### src/rtl/hazard_ctrl.sv
// hazard_ctrl: pipeline hold/flush controller for the five-stage datapath.
// Resolves mem_wait > branch_taken > stall into PC/pipeline-register write
// enables and flushes (Mealy), tracks hazard history in a 2-bit state, and
// keeps saturating performance counters plus sticky debug flags.
//
//   state  | meaning
//   -------+--------------------------------------------------------------
//   RUN    | last cycle advanced normally
//   BUBBLE | last cycle held PC/IF_ID and inserted a bubble into ID_EXE
//   FLUSH  | last cycle redirected the PC and flushed IF_ID/ID_EXE/EXE_MEM
//   FREEZE | last cycle held the whole pipeline for data memory
module hazard_ctrl #(
  parameter int CNT_W    = 16,
  parameter int WAIT_MAX = 8
) (
  input  logic             clk,
  input  logic             rst_n,
  input  logic             stall,
  input  logic             branch_taken,
  input  logic             mem_wait,
  input  logic             clr_cnt,
  output logic             PC_Wr,
  output logic             IF_ID_Wr,
  output logic             ID_EXE_Wr,
  output logic             EXE_MEM_Wr,
  output logic             MEM_WB_Wr,
  output logic             IF_ID_Flush,
  output logic             ID_EXE_Flush,
  output logic             EXE_MEM_Flush,
  output logic [1:0]       state,
  output logic [CNT_W-1:0] stall_cnt,
  output logic [CNT_W-1:0] flush_cnt,
  output logic [CNT_W-1:0] freeze_cnt,
  output logic             hazard_err,
  output logic             mem_timeout
);

  localparam logic [1:0] ST_RUN    = 2'b00;
  localparam logic [1:0] ST_BUBBLE = 2'b01;
  localparam logic [1:0] ST_FLUSH  = 2'b10;
  localparam logic [1:0] ST_FREEZE = 2'b11;

  localparam logic [CNT_W-1:0] CNT_MAX  = '1;
  localparam logic [7:0]       WAIT_LIM = 8'(WAIT_MAX);

  logic [1:0]       r_state;
  logic [CNT_W-1:0] r_stall_cnt;
  logic [CNT_W-1:0] r_flush_cnt;
  logic [CNT_W-1:0] r_freeze_cnt;
  logic [7:0]       r_wait;
  logic             r_hazard_err;
  logic             r_mem_timeout;

  logic       w_freeze;
  logic       w_redirect;
  logic       w_bubble;
  logic [1:0] w_next_state;
  logic [7:0] w_wait_inc;

  // Priority resolution of the hazard sources for this cycle.
  always_comb begin
    w_freeze   = mem_wait;
    w_redirect = !mem_wait && branch_taken;
    w_bubble   = !mem_wait && !branch_taken && stall;
    w_wait_inc = (r_wait == 8'hFF) ? r_wait : r_wait + 8'd1;
  end

  // Mealy control outputs and next-state selection; all quiet while in reset.
  always_comb begin
    PC_Wr         = 1'b0;
    IF_ID_Wr      = 1'b0;
    ID_EXE_Wr     = 1'b0;
    EXE_MEM_Wr    = 1'b0;
    MEM_WB_Wr     = 1'b0;
    IF_ID_Flush   = 1'b0;
    ID_EXE_Flush  = 1'b0;
    EXE_MEM_Flush = 1'b0;
    w_next_state  = ST_RUN;
    if (w_freeze) begin
      w_next_state = ST_FREEZE;
    end else if (w_redirect) begin
      w_next_state = ST_FLUSH;
    end else if (w_bubble) begin
      w_next_state = ST_BUBBLE;
    end
    if (rst_n && !w_freeze) begin
      // Enables stay high with a flush so the bubble is actually loaded.
      PC_Wr         = !w_bubble;
      IF_ID_Wr      = !w_bubble;
      ID_EXE_Wr     = 1'b1;
      EXE_MEM_Wr    = 1'b1;
      MEM_WB_Wr     = 1'b1;
      IF_ID_Flush   = w_redirect;
      ID_EXE_Flush  = w_redirect || w_bubble;
      EXE_MEM_Flush = w_redirect;
    end
  end

  // Hazard-history state; clr_cnt deliberately leaves it alone.
  always_ff @(posedge clk) begin
    if (!rst_n) begin
      r_state <= ST_RUN;
    end else begin
      r_state <= w_next_state;
    end
  end

  // Saturating event counters, clear wins over increment.
  always_ff @(posedge clk) begin
    if (!rst_n || clr_cnt) begin
      r_stall_cnt  <= '0;
      r_flush_cnt  <= '0;
      r_freeze_cnt <= '0;
    end else begin
      if (w_bubble && r_stall_cnt != CNT_MAX) begin
        r_stall_cnt <= r_stall_cnt + 1'b1;
      end
      if (w_redirect && r_flush_cnt != CNT_MAX) begin
        r_flush_cnt <= r_flush_cnt + 1'b1;
      end
      if (w_freeze && r_freeze_cnt != CNT_MAX) begin
        r_freeze_cnt <= r_freeze_cnt + 1'b1;
      end
    end
  end

  // Consecutive freeze-cycle counter; any cycle without mem_wait leaves FREEZE.
  always_ff @(posedge clk) begin
    if (!rst_n || clr_cnt) begin
      r_wait <= '0;
    end else if (w_freeze) begin
      r_wait <= w_wait_inc;
    end else begin
      r_wait <= '0;
    end
  end

  // Sticky debug flags: a second back-to-back bubble, or a freeze that ran
  // for WAIT_MAX consecutive cycles.
  always_ff @(posedge clk) begin
    if (!rst_n || clr_cnt) begin
      r_hazard_err  <= 1'b0;
      r_mem_timeout <= 1'b0;
    end else begin
      if (w_bubble && r_state == ST_BUBBLE) begin
        r_hazard_err <= 1'b1;
      end
      if (w_freeze && w_wait_inc >= WAIT_LIM) begin
        r_mem_timeout <= 1'b1;
      end
    end
  end

  // Register outputs.
  always_comb begin
    state       = r_state;
    stall_cnt   = r_stall_cnt;
    flush_cnt   = r_flush_cnt;
    freeze_cnt  = r_freeze_cnt;
    hazard_err  = r_hazard_err;
    mem_timeout = r_mem_timeout;
  end

endmodule
### config.mk
export PLATFORM = sky130hd
export DESIGN_NAME = hazard_ctrl
export DESIGN_NICKNAME = d
export VERILOG_FILES = /design/src/rtl/hazard_ctrl.sv
export SDC_FILE = /design/constraint.sdc
export NUM_CORES = 1
export LEC_CHECK = 0
export ABC_AREA = 1
export CORE_MARGIN = 4
export CORE_UTILIZATION = 54
export CTS_BUF_LIST = sky130_fd_sc_hd__clkbuf_2
export DETAILED_ROUTE_END_ITERATION = 8
export GPL_TIMING_DRIVEN = 0
export PLACE_DENSITY = 0.83
export SYNTH_ARGS = -nofsm -noshare
export SYNTH_HDL_FRONTEND = slang
export SYNTH_SLANG_ARGS = --single-unit
export TNS_END_PERCENT = 50
### constraint.sdc
create_clock -name clk -period 2.1 [get_ports clk]
set_input_delay 0.525 -clock clk [delete_from_list [all_inputs] [get_ports clk]]
set_output_delay 0.525 -clock clk [all_outputs]
set_load 0.02 [all_outputs]
Yosys cells after proc, flatten, opt, wreduce, memory -nomap -nowiden
Index checks and enable logic that the tools add are counted.
{"block": "classes", "n_addsub": 4, "n_lt_le_gt_ge": 1, "eq_ne": 5, "n_mux": 8, "n_bitwise": 1, "reduce_logical": 16}
{"operator": "16-bit by 1-bit adder with 16-bit output (second input constant)", "count": 3}
{"operator": "16-bit != test (second input constant)", "count": 3}
{"operator": "1-bit logical AND", "count": 9}
{"operator": "8-bit by 1-bit adder with 8-bit output (second input constant)", "count": 1}
{"operator": "8-bit == test (second input constant)", "count": 1}
{"operator": "8-bit by 4-bit greater-or-equal comparator with 1-bit output (second input constant)", "count": 1}
{"operator": "8-bit two-way mux", "count": 1}
{"operator": "1-bit two-way mux", "count": 5}
{"operator": "1-bit zero test", "count": 4}
{"operator": "2-bit two-way mux", "count": 2}
{"operator": "2-bit by 1-bit == test with 1-bit output (second input constant)", "count": 1}
{"operator": "1-bit logical OR", "count": 2}
{"operator": "2-bit OR reduction", "count": 1}
{"operator": "1-bit inverter", "count": 1}
{"block": "word_totals", "register_bits": 60, "input_bits": 6, "output_inout_bits": 60}

Longest topological paths before layout
Gate-level depths: netlist of the first run.
{"block": "logic_depth", "ltp_word": 6, "mapped_depth": 11, "ltp_nobuf": 11}

Worst setup path after synthesis of the first run
No wires, ideal clock.
{"block": "synth_timing", "kind": "input to output", "from": "in rst_n", "to": "out PC_Wr", "t_arrival_ns": 1.648, "required_time_ns": 1.575, "path_slack_ns": -0.073, "stages": 5, "path_cell_list": "inv_1 -> nor2_1 -> inv_1 -> nor2_1 -> buf_4"}
{"block": "synth_between", "elab_chain_len": 2}
{"item": "start: declaration", "line_no": "17", "text": "input logic rst_n,"}
{"item": "1-bit logical AND", "line_no": "86", "text": "if (rst_n && !w_freeze) begin"}
{"item": "1-bit two-way mux"}
{"item": "end: declaration", "line_no": "22", "text": "output logic PC_Wr,"}
Every way passes these cells.

Worst setup path in the final report of the first run
{"block": "layout_timing", "from": "in stall", "to": "out PC_Wr"}
{"block": "layout_between", "elab_chain_len": 3}
{"item": "start: declaration", "line_no": "18", "text": "input logic stall,"}
{"item": "1-bit logical AND", "line_no": "64", "text": "w_bubble = !mem_wait && !branch_taken && stall;"}
{"item": "1-bit zero test", "line_no": "88", "text": "PC_Wr = !w_bubble;"}
{"item": "1-bit two-way mux", "line_no": "86"}
Every way passes these cells.

==> flow_summary.ini, run 1 <==
[logic_synthesis]
netlist_area_um2 = 3450
yosysWarnings = 0
synth.area.top_cells = dfxtp_1 35%, nand2_1 21%, nor2_1 7.8%
ys_seq_area_share_pct = 34.9
ys_ff_latch = 60
synthFlopType = dfxtp_1
yosysTopAreaCell = dfxtp_1
netlist_instances = 539
synthArstFlopShare_pct = 0
synth_cell_types = 29
synth_fp_nets = 549
syn_area_per_cell_um2 = 6.39
synth_top_cell_area_share_pct = 34.9
synth_edf_count = 0

[routing]
wl_per_cell_um = 13.0
ant_nets = 0
avgViaCountPerCell = 5.30
drc_errors = 0
drt_first_iter_violations = 275
wl_um = 9130
route.vias.total = 3709
first_pass_iters = 5

[clock_tree]
clk_latency_ns = 0.50
htree_levels = 3
clockBufferDepth = 2
cts_tree = yes
hold_buffers = 0
cts_buffers = 9
clock_sinks = 60
clock-root-buffer = clkbuf_2
path_clk_slew_ns = 0.16

[sta]
slew_viol_final = 0
finClkSkew_ns = 0.0116
slew_headroom_pct = 67.8
setup_viol = 0
grt_setup_unrepaired = yes
period_share_pct = 99.7
post-route-min-period_ns = 2.09
hold_viol = 0
clock.fmax_mhz = 477
worst_slew_pin_slew_ns = 0.482
fin_setup_tns_ns = 0

[placement]
place_congestion = 0.910
numPortBuffers = 65
hpwl_um = 6520

[run_status]
status = finished clean

[grt]
grt_pass1_vias = 3379
grt_usage_pct = 24.5
grt_max_degree = 11
globalRoute.totalOverflow = 0
grt_pass1_wl_um = 15100
grt_antenna_before_repair = 0

[pwr]
p_leak_nw = 1.96
ir_drop_mv = 0.470
powerDensity_nw_per_um2 = 519

[worst_setup_path]
cp.required_ns = 1.57
path_max_fanout = 2
cp_data_arrival_time_ns = 1.57
path_delay_family = buffers and inverters
path_cells = clkdlybuf4s50_1, inv_1, nor3_4, nor2_2, buf_4, buf_6
crit_slowest_cell = clkdlybuf4s50_1
startpoint_type = input port
ff2ff_setup_slack_ns = 0.19
crit_type = input port to output pin
path_buf_inv = 4
cpPeakStageDelay_ns = 0.45
cp-end-kind = output pin

[floorplan]
die_h_um = 87.9
coreArea_um2 = 6060
dieArea_um2 = 7720
fp-row-count = 28
die_w_um = 87.9
boundaryPins = 66
initial_core_util_pct = 56.9

[final_layout]
drive_above_1_share_pct = 10.9
finalNetCount = 630
fin_util_pct = 72.4
n_fill_cell = 533
multi_input_area_um2 = 2000
diodes = 0
seqCellArea_um2 = 1210
area_growth_pct = 27.3

[run]
cap_violations = 0

[hold_path]
hold_class = input port to register
==> metal layers <==
metal / share of wire (%) / track usage (%)
met5: 0 / 0
met4: 1.5 / 11.0
met3: 7.1 / 4.05
met2: 48 / 41.6
met1: 43 / 30.5
==> tightest hold or removal path, delay by kind of cell <==
kind	cells	cell delay, ns
AO/OA/AOI/OAI	1	0.08
buffers and inverters	2	0.32
==> metrics by stage <==
stage | std cells | hold WS (ns) | cell area [um2] | power, mW | setup slack (ns)
5_1_grt | 700 | 0.451 | 4390 | 2.36 | -0.0293
4_1_cts | 699 | 0.477 | 4340 | 2.28 | -0.0350
6_report | 700 | 0.453 | 4390 | 2.28 | 0.00526
3_3_place_gp | 679 | 0.446 | 4190 | 1.33 | -0.839
2_1_floorplan | 539 | 0.459 | 3450 | 1.27 | 0.0680
3_5_place_dp | 679 | 0.454 | 4190 | 1.33 | -0.847
==> area by class of cell <==
cell class	instances	area share, %
flip-flops and latches	60	27.5
multi-input cells	419	45.6
clock inverters	5	2.28
well taps	75	2.14
plain buffers	15	2.51
repair buffers	70	14.8
clock buffers	11	1.25
inverters	45	3.88
==> cell families after synthesis <==
logic type               Yosys count  synth area share (%)
flip-flops                        60                  34.9
AO/OA/AOI/OAI                     67                  10.6
XOR/XNOR                          24                  6.10
buffers and inverters             60                  8.13
AND/OR/NAND/NOR                  324                  38.9
adder cells (fa/ha/maj)            4                  1.45
==> final timing paths <==
check,start,end,cells after the start
max,stall,PC_Wr,6
min,branch_taken,state[1]$_SDFF_PN0_,3
max reg2reg,flush_cnt[0]$_SDFFE_PP0P_,flush_cnt[3]$_SDFFE_PP0P_,9
min reg2reg,mem_timeout$_SDFFE_PP0P_,mem_timeout$_SDFFE_PP0P_,2
==> power by group <==
part / switching, mW / internal (mW) / total [mW] / leakage (nW)
Combinational: 0.104 / 0.0611 / 0.165 / 1.38
Sequential: 0.00783 / 1.15 / 1.15 / 0.487
Clock: 0.439 / 0.520 / 0.959 / 0.0959
Total: 0.550 / 1.73 / 2.28 / 1.96
==> flip-flops by register name, summed over array words and instances, names as in the netlist <==
signal / flops
freeze_cnt: 16
mem_timeout: 1
stall_cnt: 16
state: 2
flush_cnt: 16
r_wait: 8
hazard_err: 1
==> placed cells by master (no fill, tap or decap), types with 4 or more instances in the layout <==
cell type        count
nor2_1              70
dlymetal6s2s_1      14
inv_1               38
ha_1                 4
xnor2_1             10
xor2_1              14
dfxtp_1             55
buf_2                4
a21oi_1             47
o21ai_0             13
inv_2                5
buf_4               13
nand4_1             15
clkbuf_1             5
buf_6                6
dlygate4sd2_1       36
clkdlybuf4s50_1      6
clkbuf_2            12
nor2_2               4
nand3_1             27
nor2_4               4
nand2_1            195
dfxtp_2              5
==> synth_stat cells (2+ instances only) <==
library cell  instances
a21oi_1              48
a31oi_1               2
buf_4                 4
buf_6                 5
clkbuf_1              5
dfxtp_1              60
ha_1                  4
inv_1                41
inv_2                 2
nand2_1             195
nand2_2               3
nand3_1              27
nand4_1              15
nor2_1               72
nor2_2                4
nor2_4                2
nor3_1                2
o21ai_0              13
o21ai_4               2
o21bai_1              2
xnor2_1              10
xor2_1               14
==> what timing repair did <==
item                                    CTS  global route
endpoints found under the setup margin   47            29
gates cloned                              0             0
endpoints found under the hold margin     0             0
resized for setup                        87            19
setup buffers                             4             1
pin swaps                                 2             2
(Power assumes the default switching activity.)
==> inputs of run 2 (changes only) <==
CORE_MARGIN = 2   (was 4)
CORE_UTILIZATION = 25   (was 54)
PLACE_DENSITY = not set   (was 0.83)
==> run 2 against run 1 <==
Register-to-register slack gained 0.02 ns. Sequential share of layout area decreased by 0.16 points. Cell area grew 1.0%. Die area increased by 91%. Clock power decreased by 11%. Total power fell by 4.7%. Via count fell by 5.7%. Sequential power about the same. Critical path type is now register to output pin. Critical endpoint is now mem_timeout. Highest routed layer unchanged.
==> flow_summary.ini, run 2 (synthesis gave the netlist of run 1 again) <==
[sta]
hold_viol = 0
finClkSkew_ns = 0.0259
setup_viol = 0
slew_viol_final = 0
period_share_pct = 95.8
worst_slew_pin_slew_ns = 0.571
clock.fmax_mhz = 497
grt_setup_unrepaired = no
slew_headroom_pct = 61.9
fin_setup_tns_ns = 0
post-route-min-period_ns = 2.01

[grt]
grt_antenna_before_repair = 0
grt_pass1_wl_um = 16000
globalRoute.totalOverflow = 0
grt_max_degree = 11
grt_pass1_vias = 3288
grt_usage_pct = 13.8

[floorplan]
coreArea_um2 = 13300
initial_core_util_pct = 25.8
boundaryPins = 66
die_w_um = 121
die_h_um = 121
dieArea_um2 = 14700
fp-row-count = 42

[clock_tree]
cts_buffers = 9
htree_levels = 3
cts_tree = yes
clk_latency_ns = 0.54
hold_buffers = 0
clock_sinks = 60
path_clk_slew_ns = 0.15
clockBufferDepth = 2
clock-root-buffer = clkbuf_2

[placement]
numPortBuffers = 65
hpwl_um = 6890
dp.cells = 780
place_congestion = 0.812

[run_status]
status = finished clean

[hold_path]
hold_depth = 3
hp-start = rst_n
min_to = state[1]$_SDFF_PN0_
hold_class = input port to register

[worst_setup_path]
cp_data_arrival_time_ns = 1.49
worstSetupPathDepth = 1
crit_type = register to output pin
crit_slowest_cell = clkdlybuf4s50_1
ff2ff_setup_slack_ns = 0.21
cp-end-kind = output pin
cp.required_ns = 1.57
rr_worst_depth = 9
r2r_start = flush_cnt[0]$_SDFFE_PP0P_
startpoint_type = register
path_delay_family = buffers and inverters
r2r_end = flush_cnt[12]$_SDFFE_PP0P_
path_cells = clkdlybuf4s50_1
path_buf_inv = 1
path_max_fanout = 2
cpPeakStageDelay_ns = 0.61

[run]
cap_violations = 0

[routing]
ant_nets = 0
avgViaCountPerCell = 4.38
drc_errors = 0
drt_first_iter_violations = 230
wl_um = 9440
route.vias.total = 3496
first_pass_iters = 4
wl_per_cell_um = 11.8

[pwr]
powerDensity_nw_per_um2 = 490
p_leak_nw = 1.77
ir_drop_mv = 0.237

[final_layout]
diodes = 0
mostFrequentLayoutCells = 195 x nand2_1, 70 x nor2_1, 53 x dlygate4sd2_1, 51 x dfxtp_1, 47 x a21oi_1
drive_above_1_share_pct = 11.1
layout_commonest_cell = nand2_1
area_growth_pct = 28.6
final_cells = 799
finalNetCount = 628
[run 2: area by class of cell]
type,count,area [um2]
plain buffers,15,110
clock buffers,11,55.1
clock inverters,5,76.3
fillers,1493,8920
inverters,45,170
multi-input cells,419,2000
flip-flops and latches,60,1210
well taps,176,220
repair buffers,68,587
[run 2: per-stage QoR]
step                utilization [%]  hold WS, ns  total power [mW]  cell area, um2  setup WS (ns)
floorplan                         -        0.459              1.27            3450         0.0680
global placement               32.4        0.445              1.34            4320         -0.980
detailed placement             32.4        0.444              1.34            4320          -1.00
CTS                            33.0        0.388              2.22            4410        -0.0677
global route                   33.2        0.421              2.28            4430        0.00330
finish                         33.2        0.446              2.17            4430         0.0878
[run 2: worst max path at each step]
stage	startpoint	end	slack, ns
after detailed placement	mem_wait	PC_Wr	-1.00
after CTS	stall	PC_Wr	-0.07
final	mem_timeout$_SDFFE_PP0P_	mem_timeout	0.09
after global routing	mem_timeout$_SDFFE_PP0P_	mem_timeout	0.003
after floorplan	rst_n	PC_Wr	0.07
after global placement	mem_wait	PC_Wr	-0.98
[run 2: worst min-delay path: stages]
cell           delay [ns]
dlygate4sd2_1        0.21
inv_2                0.08
a21oi_1              0.12
[run 2: per-layer routing]
metal / wire length [um] / GRT usage, % / vias to the layer above
met1: 4720 / 18.4 / 1542
li1: - / - / 1882
met3: 468 / 4.51 / 10
met4: 144 / 4.31 / 0
met2: 4100 / 21.0 / 62
met5: 0 / 0 / -
[run 2: timing repair]
action | 4_1_cts | 5_1_grt
endpoints found under the setup margin | 66 | 8
pin swaps | 3 | 2
buffers inserted | 1 | 2
gates resized for setup | 107 | 7
hold endpoints to repair | 0 | 0
[run 2: report_power, final]
part	switching, mW	internal, mW
sequential	0.00774	1.15
combinational	0.105	0.0553
clock	0.458	0.399
